File: config.mk
export PLATFORM = sky130hd
export DESIGN_NAME = uart_rx_ctrl
export DESIGN_NICKNAME = d
export VERILOG_FILES = /design/src/rtl/uart_pkg.sv /design/src/rtl/uart_rx_fifo.sv /design/src/rtl/uart_rx_ctrl.sv
export SDC_FILE = /design/constraint.sdc
export NUM_CORES = 1
export LEC_CHECK = 0
export BUFFER_PORTS_ARGS = -buffer_cell sky130_fd_sc_hd__buf_2
export CORE_ASPECT_RATIO = 0.6
export CORE_MARGIN = 2
export CORE_UTILIZATION = 55
export DETAILED_ROUTE_END_ITERATION = 16
export MAX_ROUTING_LAYER = met4
export PLACE_DENSITY = 0.78
export SKIP_CTS_REPAIR_TIMING = 1
export SLEW_MARGIN = 20
export SYNTH_ARGS = -nofsm -noshare
export SYNTH_HDL_FRONTEND = slang
export SYNTH_SLANG_ARGS = --single-unit
File: constraint.sdc
create_clock -name clk -period 4.2 [get_ports clk]
set_clock_uncertainty 0.15 [all_clocks]
set_input_delay 1.05 -clock clk [delete_from_list [all_inputs] [get_ports clk]]
set_output_delay 1.05 -clock clk [all_outputs]
set_load 0.02 [all_outputs]
File: src/rtl/uart_pkg.sv
// Shared types and constants for the UART receive-side control path.
// No logic here; state encoding and default sizing only.
package uart_pkg;
    localparam int UART_DATA_W     = 8;
    localparam int UART_FIFO_DEPTH = 4;

    typedef enum logic [1:0] {
        IDLE  = 2'd0,
        RUN   = 2'd1,
        DRAIN = 2'd2
    } rx_state_e;
endpackage

File: src/rtl/uart_rx_fifo.sv
// Synchronous FIFO with registered pointers; read data is combinational from the head, one-cycle write-to-visible.
// Push while full succeeds only alongside a pop; pop while empty is ignored; rdata reads zero when empty.
module uart_rx_fifo #(
    parameter int DEPTH = 4,
    parameter int W     = 9,
    localparam int AW   = $clog2(DEPTH),
    localparam int CW   = AW + 1
) (
    input  logic          clk,
    input  logic          reset,
    input  logic          push_i,
    input  logic          pop_i,
    input  logic [W-1:0]  wdata_i,
    output logic [W-1:0]  rdata_o,
    output logic          full_o,
    output logic          empty_o,
    output logic [CW-1:0] count_o
);
    logic [W-1:0]  mem_q [DEPTH];
    logic [AW-1:0] wr_q, wr_d, rd_q, rd_d;
    logic [CW-1:0] cnt_q, cnt_d;
    logic          do_push, do_pop;

    assign empty_o = (cnt_q == '0);
    assign full_o  = (cnt_q == CW'(DEPTH));
    assign count_o = cnt_q;
    assign do_pop  = pop_i && !empty_o;
    assign do_push = push_i && (!full_o || do_pop);
    // Storage is not reset, so mask the head while empty to keep outputs defined.
    assign rdata_o = empty_o ? '0 : mem_q[rd_q];

    always_comb begin
        wr_d  = wr_q;
        rd_d  = rd_q;
        cnt_d = cnt_q;
        if (do_push) wr_d = wr_q + AW'(1);
        if (do_pop)  rd_d = rd_q + AW'(1);
        case ({do_push, do_pop})
            2'b10:   cnt_d = cnt_q + CW'(1);
            2'b01:   cnt_d = cnt_q - CW'(1);
            default: cnt_d = cnt_q;
        endcase
    end

    always_ff @(posedge clk or negedge reset) begin
        if (!reset) begin
            wr_q  <= '0;
            rd_q  <= '0;
            cnt_q <= '0;
        end else begin
            wr_q  <= wr_d;
            rd_q  <= rd_d;
            cnt_q <= cnt_d;
        end
    end

    always_ff @(posedge clk) begin
        if (do_push) mem_q[wr_q] <= wdata_i;
    end
endmodule

File: src/rtl/uart_rx_ctrl.sv
// UART receive controller: gates the core, applies error policy, buffers bytes, keeps error stats.
// frm_done to out_valid is one cycle; out_ready stalls the FIFO and frames arriving while full are lost (overrun).
module uart_rx_ctrl
    import uart_pkg::*;
#(
    parameter int DEPTH = UART_FIFO_DEPTH,
    parameter int CNT_W = 8
) (
    input  logic                     clk,
    input  logic                     reset,
    input  logic                     rx_en,
    input  logic                     drop_bad,
    input  logic                     frm_done,
    input  logic [UART_DATA_W-1:0]   frm_data,
    input  logic                     frm_perr,
    input  logic                     frm_serr,
    output logic                     core_en,
    output logic                     out_valid,
    output logic [UART_DATA_W-1:0]   out_data,
    output logic                     out_err,
    input  logic                     out_ready,
    output logic [$clog2(DEPTH):0]   fifo_cnt,
    output logic [CNT_W-1:0]         perr_cnt,
    output logic [CNT_W-1:0]         serr_cnt,
    output logic                     overrun,
    input  logic                     clr_stat
);
    rx_state_e          state_q, state_d;
    logic [CNT_W-1:0]   perr_q, perr_d, serr_q, serr_d;
    logic               ovr_q, ovr_d;
    logic               accept, bad, want_push, pop, lost, fifo_full, fifo_empty;

    assign accept    = frm_done && (state_q != IDLE);
    assign bad       = frm_perr || frm_serr;
    assign want_push = accept && !(bad && drop_bad);
    assign pop       = out_valid && out_ready;
    assign lost      = want_push && fifo_full && !pop;

    assign core_en   = (state_q != IDLE);
    assign out_valid = !fifo_empty;
    assign perr_cnt  = perr_q;
    assign serr_cnt  = serr_q;
    assign overrun   = ovr_q;

    uart_rx_fifo #(.DEPTH(DEPTH), .W(UART_DATA_W + 1)) u_fifo (
        .clk     (clk),
        .reset   (reset),
        .push_i  (want_push),
        .pop_i   (pop),
        .wdata_i ({bad, frm_data}),
        .rdata_o ({out_err, out_data}),
        .full_o  (fifo_full),
        .empty_o (fifo_empty),
        .count_o (fifo_cnt)
    );

    always_comb begin
        state_d = state_q;
        case (state_q)
            IDLE:    if (rx_en) state_d = RUN;
            RUN:     if (!rx_en) state_d = DRAIN;
            // Hold the core on while a frame is still landing.
            DRAIN:   if (rx_en) state_d = RUN;
                     else if (!frm_done) state_d = IDLE;
            default: state_d = IDLE;
        endcase
    end

    // Events outrank clear, so a coincident error restarts the count at one.
    always_comb begin
        perr_d = perr_q;
        serr_d = serr_q;
        ovr_d  = ovr_q;
        if (clr_stat) begin
            perr_d = '0;
            serr_d = '0;
            ovr_d  = 1'b0;
        end
        if (accept && frm_perr) perr_d = clr_stat ? CNT_W'(1) : (&perr_q ? perr_q : perr_q + CNT_W'(1));
        if (accept && frm_serr) serr_d = clr_stat ? CNT_W'(1) : (&serr_q ? serr_q : serr_q + CNT_W'(1));
        if (lost) ovr_d = 1'b1;
    end

    always_ff @(posedge clk or negedge reset) begin
        if (!reset) begin
            state_q <= IDLE;
            perr_q  <= '0;
            serr_q  <= '0;
            ovr_q   <= 1'b0;
        end else begin
            state_q <= state_d;
            perr_q  <= perr_d;
            serr_q  <= serr_d;
            ovr_q   <= ovr_d;
        end
    end
endmodule

Word level (Yosys, flattened, before mapping)

Memories as Yosys holds them, arrays and structs flattened.
Index checks and enable logic that the tools add are counted.

Output and inout port bits: 31
Input port bits: 17
Register bits after elaboration: 26
Memories kept: 1
Memory bits (writable): 36
Word-level logic and storage cells: 70

Multiplexer cells: 18
Reduce and logical (&&, ||, !) cells: 28
Add/sub/neg operators: 6
Equal/unequal tests: 10

Memory list:

| name         | depth | width | rd ports | clocked after memory_dff | write ports | RTL line           | RTL |
|---|---|---|---|---|---|---|---|
| u_fifo.mem_q | 4     | 9     | 1        | 0                        | 1           | uart_rx_fifo.sv:19 | `logic [W-1:0] mem_q [DEPTH];` |

Operators by type and width:

| kind                | number |
|---|---|
| $mux 8              | 7 |
| $add 8x1->8 const B | 2 |
| $reduce_and 8->1    | 2 |
| $logic_and 1x1->1   | 10 |
| $reduce_bool 2->1   | 5 |
| $mux 9              | 1 |
| $mux 2              | 4 |
| $ne 2x2->1 const B  | 4 |
| $pmux 2 s3          | 1 |
| $pmux 3 s2          | 1 |
| $add 2x1->2 const B | 2 |
| $eq 2x1->1 const B  | 2 |
| $eq 2x2->1 const B  | 2 |
| $logic_not 1->1     | 4 |
| $mux 1              | 4 |
| $reduce_and 2->1    | 2 |
| $add 3x1->3 const B | 1 |
| $eq 3x3->1 const B  | 1 |
| $logic_not 3->1     | 1 |
| $ne 3x3->1 const B  | 1 |
| $reduce_and 3->1    | 1 |
| $sub 3x1->3 const B | 1 |
| $logic_not 2->1     | 1 |
| $logic_or 1x1->1    | 2 |

Logic depth before layout (Yosys ltp)

Depth after elaboration: 8
Gate-level depth with buffers: 10

Hierarchy

A second synthesis with hierarchy kept.

Cell total of the unflattened synthesis: 228
Area, all modules: 3004.1 sq um

By module, submodules not included:

| module       | cells an instance | area an instance (sq um) | times used |
|---|---|---|---|
| uart_rx_fifo | 111               | 1880.6                   | 1 |
| uart_rx_ctrl | 117               | 1123.6                   | 1 |

Worst setup path after synthesis

No wires, ideal clock.

Path type: input-to-reg
Start: input out_ready
End: register u_fifo.cnt_q[2], in the netlist u_fifo.count_o[2]
Required time: 3970 ps
Setup time: 80 ps
Slack: 1295 ps
Arrival time: 2676 ps
Stages: 9
Path through: or4b_4 -> nor2b_4 -> inv_1 -> ha_1 -> inv_1 -> fa_1 -> xor2_1 -> nor2_1 -> xor2_1

Longest elaborated chain between the ends: 6
Elaborated cells on any way between the ends: 8

Ends and longest elaborated chain:

| what                                            | RTL line           | RTL |
|---|---|---|
| start: declaration                              | uart_rx_ctrl.sv:21 | `input logic out_ready,` |
| $logic_and 1x1->1 *                             | uart_rx_ctrl.sv:36 | `assign pop = out_valid && out_ready;` |
| $logic_and 1x1->1 *                             | uart_rx_fifo.sv:27 | `assign do_pop = pop_i && !empty_o;` |
| $logic_or 1x1->1                                | uart_rx_fifo.sv:28 | `assign do_push = push_i && (!full_o \|\| do_pop);` |
| $logic_and 1x1->1                               | uart_rx_fifo.sv:28 |  |
| $eq 2x1->1 or $eq 2x2->1 (tied branches)        | uart_rx_fifo.sv:38 | `case ({do_push, do_pop})` |
| $pmux 3 s2 or $reduce_bool 2->1 (tied branches) | -                  |  |
| end signal: assignment                          | uart_rx_fifo.sv:53 | `cnt_q <= cnt_d;` |
| end: declaration                                | uart_rx_fifo.sv:21 | `logic [CW-1:0] cnt_q, cnt_d;` |

Mark *: on every way between the ends. The rest lies on a longest branch, timed or not.
A chain may end at the register's enable or synchronous reset.

Worst setup path after layout

Start: register u_fifo.rd_q[0]
End: output out_data[0]

Longest elaborated chain between the ends: 2

Ends and longest elaborated chain:

| what                     | RTL line           | RTL |
|---|---|---|
| start: declaration       | uart_rx_fifo.sv:20 | `logic [AW-1:0] wr_q, wr_d, rd_q, rd_d;` |
| start signal: assignment | uart_rx_fifo.sv:52 | `rd_q <= rd_d;` |
| $mem_v2 4x9              | -                  |  |
| $mux 9                   | uart_rx_fifo.sv:30 | `assign rdata_o = empty_o ? '0 : mem_q[rd_q];` |
| end: declaration         | uart_rx_ctrl.sv:19 | `output logic [UART_DATA_W-1:0] out_data,` |

No other way between the ends.

==> out/results.tsv <==
metric	value	unit
status	completed	
Slew Viols, Final	0	
leading post-synthesis cells by cell area	edfxtp_1, dfrtp_1, mux4_2, ha_1, and2_1	
routed len/inst	16.0	µm
vias in the first global route	1591	
Die H	59.7	µm
Synth Area in Adders	0.0379	
Core Area	0.00503	mm²
first drt pass iteration count	4	
first-pass GRT wire length	8250	µm
vias post-DR	1722	
share of the synthesized area in the top cell type	0.381	
Area growth syn-to-layout	15.7	%
clk slew on worst S/H paths	60	ps
nets	277	
largest net degree at the start of global routing	27	
number of CTS-inserted buffers	9	
Cell Rows	20	
Post-Syn Nets	225	
Arr. time, crit path	1980	ps
grt ovf	0	
Synth Area in XOR/XNOR	0.0308	
post-synthesis instance area	0.00284	mm²
CP Capture Type	primary output	
clk sinks	62	
Setup Crit Path Kind	register to primary output	
worst-path fanout max	11	
Synth async-reset ratio	0.419	
period utilization	0.758	
Final Wtd Congestion	0.819	
WL final	5180	µm
Vias per Instance	5.33	
maximum clock frequency	314	MHz
final setup fails	0	
unique cell type count in the Yosys netlist	49	
RSZ-0062 raised after global routing	false	
max-cap check violation count	0	
pre-CTS setup slack	1070	ps
Slew headroom	0.566	
LEAKAGE	0.00137	µW
HP Class	register to register	
Synth Warn #	0	
die area	0.00577	mm²
largest family of logic cells by synthesized area	simple AND/OR/NAND/NOR gates	
WHS Path Cells	1	
Inst Count DP	307	
Seq/Total Area, Yosys	0.610	
Synth Area in Compound Gates	0.0586	
Main synth FF type	edfxtp_1	
antenna violations before repair	0	
Startpoint Class	register	
Synth area leader	edfxtp_1	
post-route non-filler standard cell count	323	
fin worst setup slack	1020	ps
Starting Density	0.565	
die width	96.8	µm
CTS Root Cell	clkbuf_8	
syn_area_per_cell	14.2	µm²
# DRC	0	
Min Clock Period, post-route	3180	ps
final hold violations	0	
most common cell after layout, fill and taps aside	buf_2	
commonest non-fill, non-tap cells in the layout	buf_2, edfxtp_1, dfrtp_1, and2_1, nor2_1	
required time of the critical path	3000	ps
Post-Synth Simple-Gate Area	0.140	
number of synthesized register bits	62	
FILL cells	371	
number of flops mapped to enable cells by yosys	36	
CTS tree	yes	
1st-iter DRT viols	80	
Total GRT Usage	0.199	
Post-Syn Instances	200	
number of buffers added on ports	47	
clock latency on the worst-skew pair	320	ps
share of cells above drive strength 1	0.307	
Max VDD drop	0.000245	V
slowest stage cell, crit path	dfrtp_1	
post-synthesis mux area share	0.103	
Worst path max stage delay	760	ps
Longest Clk Path Bufs	2	
worst slew pin tran	652	ps
r2r worst-path depth	9	
Setup TNS	0	ps
dpl hpwl	3700	µm
ant diodes	0	
io pins	48	
deepest level of the CTS H-tree	3	
CP Cell Sequence	mux4_2 > and2_1 > buf_2	
pwr dens	530	mW/mm²
antenna viol nets, final	0	
==> Yosys cell counts, types with 2 or more instances <==
cell type	count
ha_1	7
nand2b_1	2
mux2_1	2
edfxtp_1	36
nor3_1	4
or3_1	3
a21oi_1	5
nand4_1	4
nor2_1	13
o21ai_0	3
dfrtp_1	26
nand3_1	5
mux4_2	9
o211ai_1	2
xor2_1	4
and2_1	13
and4_1	2
or2_2	2
and3_1	4
mux2i_1	4
clkbuf_1	3
inv_1	8
nor2b_1	2
xnor2_1	6
nand2_1	7
==> sequential cells by signal (all words and copies together) (netlist names) <==
name,count
overrun,1
perr_cnt,8
serr_cnt,8
state_q,2
u_fifo.count_o,3
u_fifo.mem_q,36
u_fifo.rd_q,2
u_fifo.wr_q,2
==> worst paths after layout <==
| path | startpoint | end | slack (ps) |
|---|---|---|---|
| worst max-delay path | u_fifo.rd_q[0] | out_data[0] | 1020 |
| worst min-delay path | u_fifo.count_o[0] | u_fifo.count_o[0] | 400 |
| worst max register to register | u_fifo.count_o[0] | u_fifo.count_o[2] | 1760 |
| worst min register to register | u_fifo.count_o[0] | u_fifo.count_o[0] | 400 |
| max in group asynchronous | reset | u_fifo.rd_q[1] | 2940 |
| min in group asynchronous | reset | serr_cnt[2] | 570 |
==> stage by stage <==
| step | instance area (µm²) | hold WS [ps] | util | power [µW] |
|---|---|---|---|---|
| 2_1_floorplan | 2840 | 385 | - | 1180 |
| 3_3_place_gp | 3130 | 382 | 0.622 | 1330 |
| 3_5_place_dp | 3130 | 391 | 0.622 | 1340 |
| 4_1_cts | 3290 | 404 | 0.653 | 1760 |
| 5_1_grt | 3290 | 433 | 0.653 | 1840 |
| 6_report | 3290 | 396 | 0.653 | 1740 |
==> worst max-delay path: cells and delay by family (launching register included) <==
kind	cells	cell delay, ps
multiplexers	1	590
flip-flops	1	760
buffers and inverters	1	150
AND/OR/NAND/NOR	1	160
==> metal layers <==
layer,vias to the layer above,part of all wire,global-route usage
li1,844,-,-
met5,-,0,-
met3,6,0.042,0.0643
met2,37,0.45,0.277
met1,835,0.50,0.283
met4,0,0.0066,0.0604
==> layout make-up <==
type | count | area, µm² | area share
clock buffer | 10 | 128 | 0.0388
clock inverter | 6 | 28.8 | 0.00876
inverter | 8 | 30.0 | 0.00914
multi-input combinational | 124 | 1050 | 0.320
sequential | 62 | 1730 | 0.527
tap | 66 | 82.6 | 0.0251
timing repair buffer | 47 | 235 | 0.0716
==> kinds of logic (layout without fill, tap and decap cells) <==
logic type	after synthesis	after routing
compound gates	21	21
xor+xnor	10	10
fa+ha+maj	8	8
buf+inv	14	71
flops	62	62
mux	17	17
simple gates	68	68
==> report_power, final <==
part | internal (µW) | switching, µW | total (µW)
clock network | 206 | 215 | 421
logic | 244 | 266 | 510
registers | 717 | 94.7 | 812
total | 1170 | 575 | 1740
Note: power is estimated with default switching activity, not from simulation.
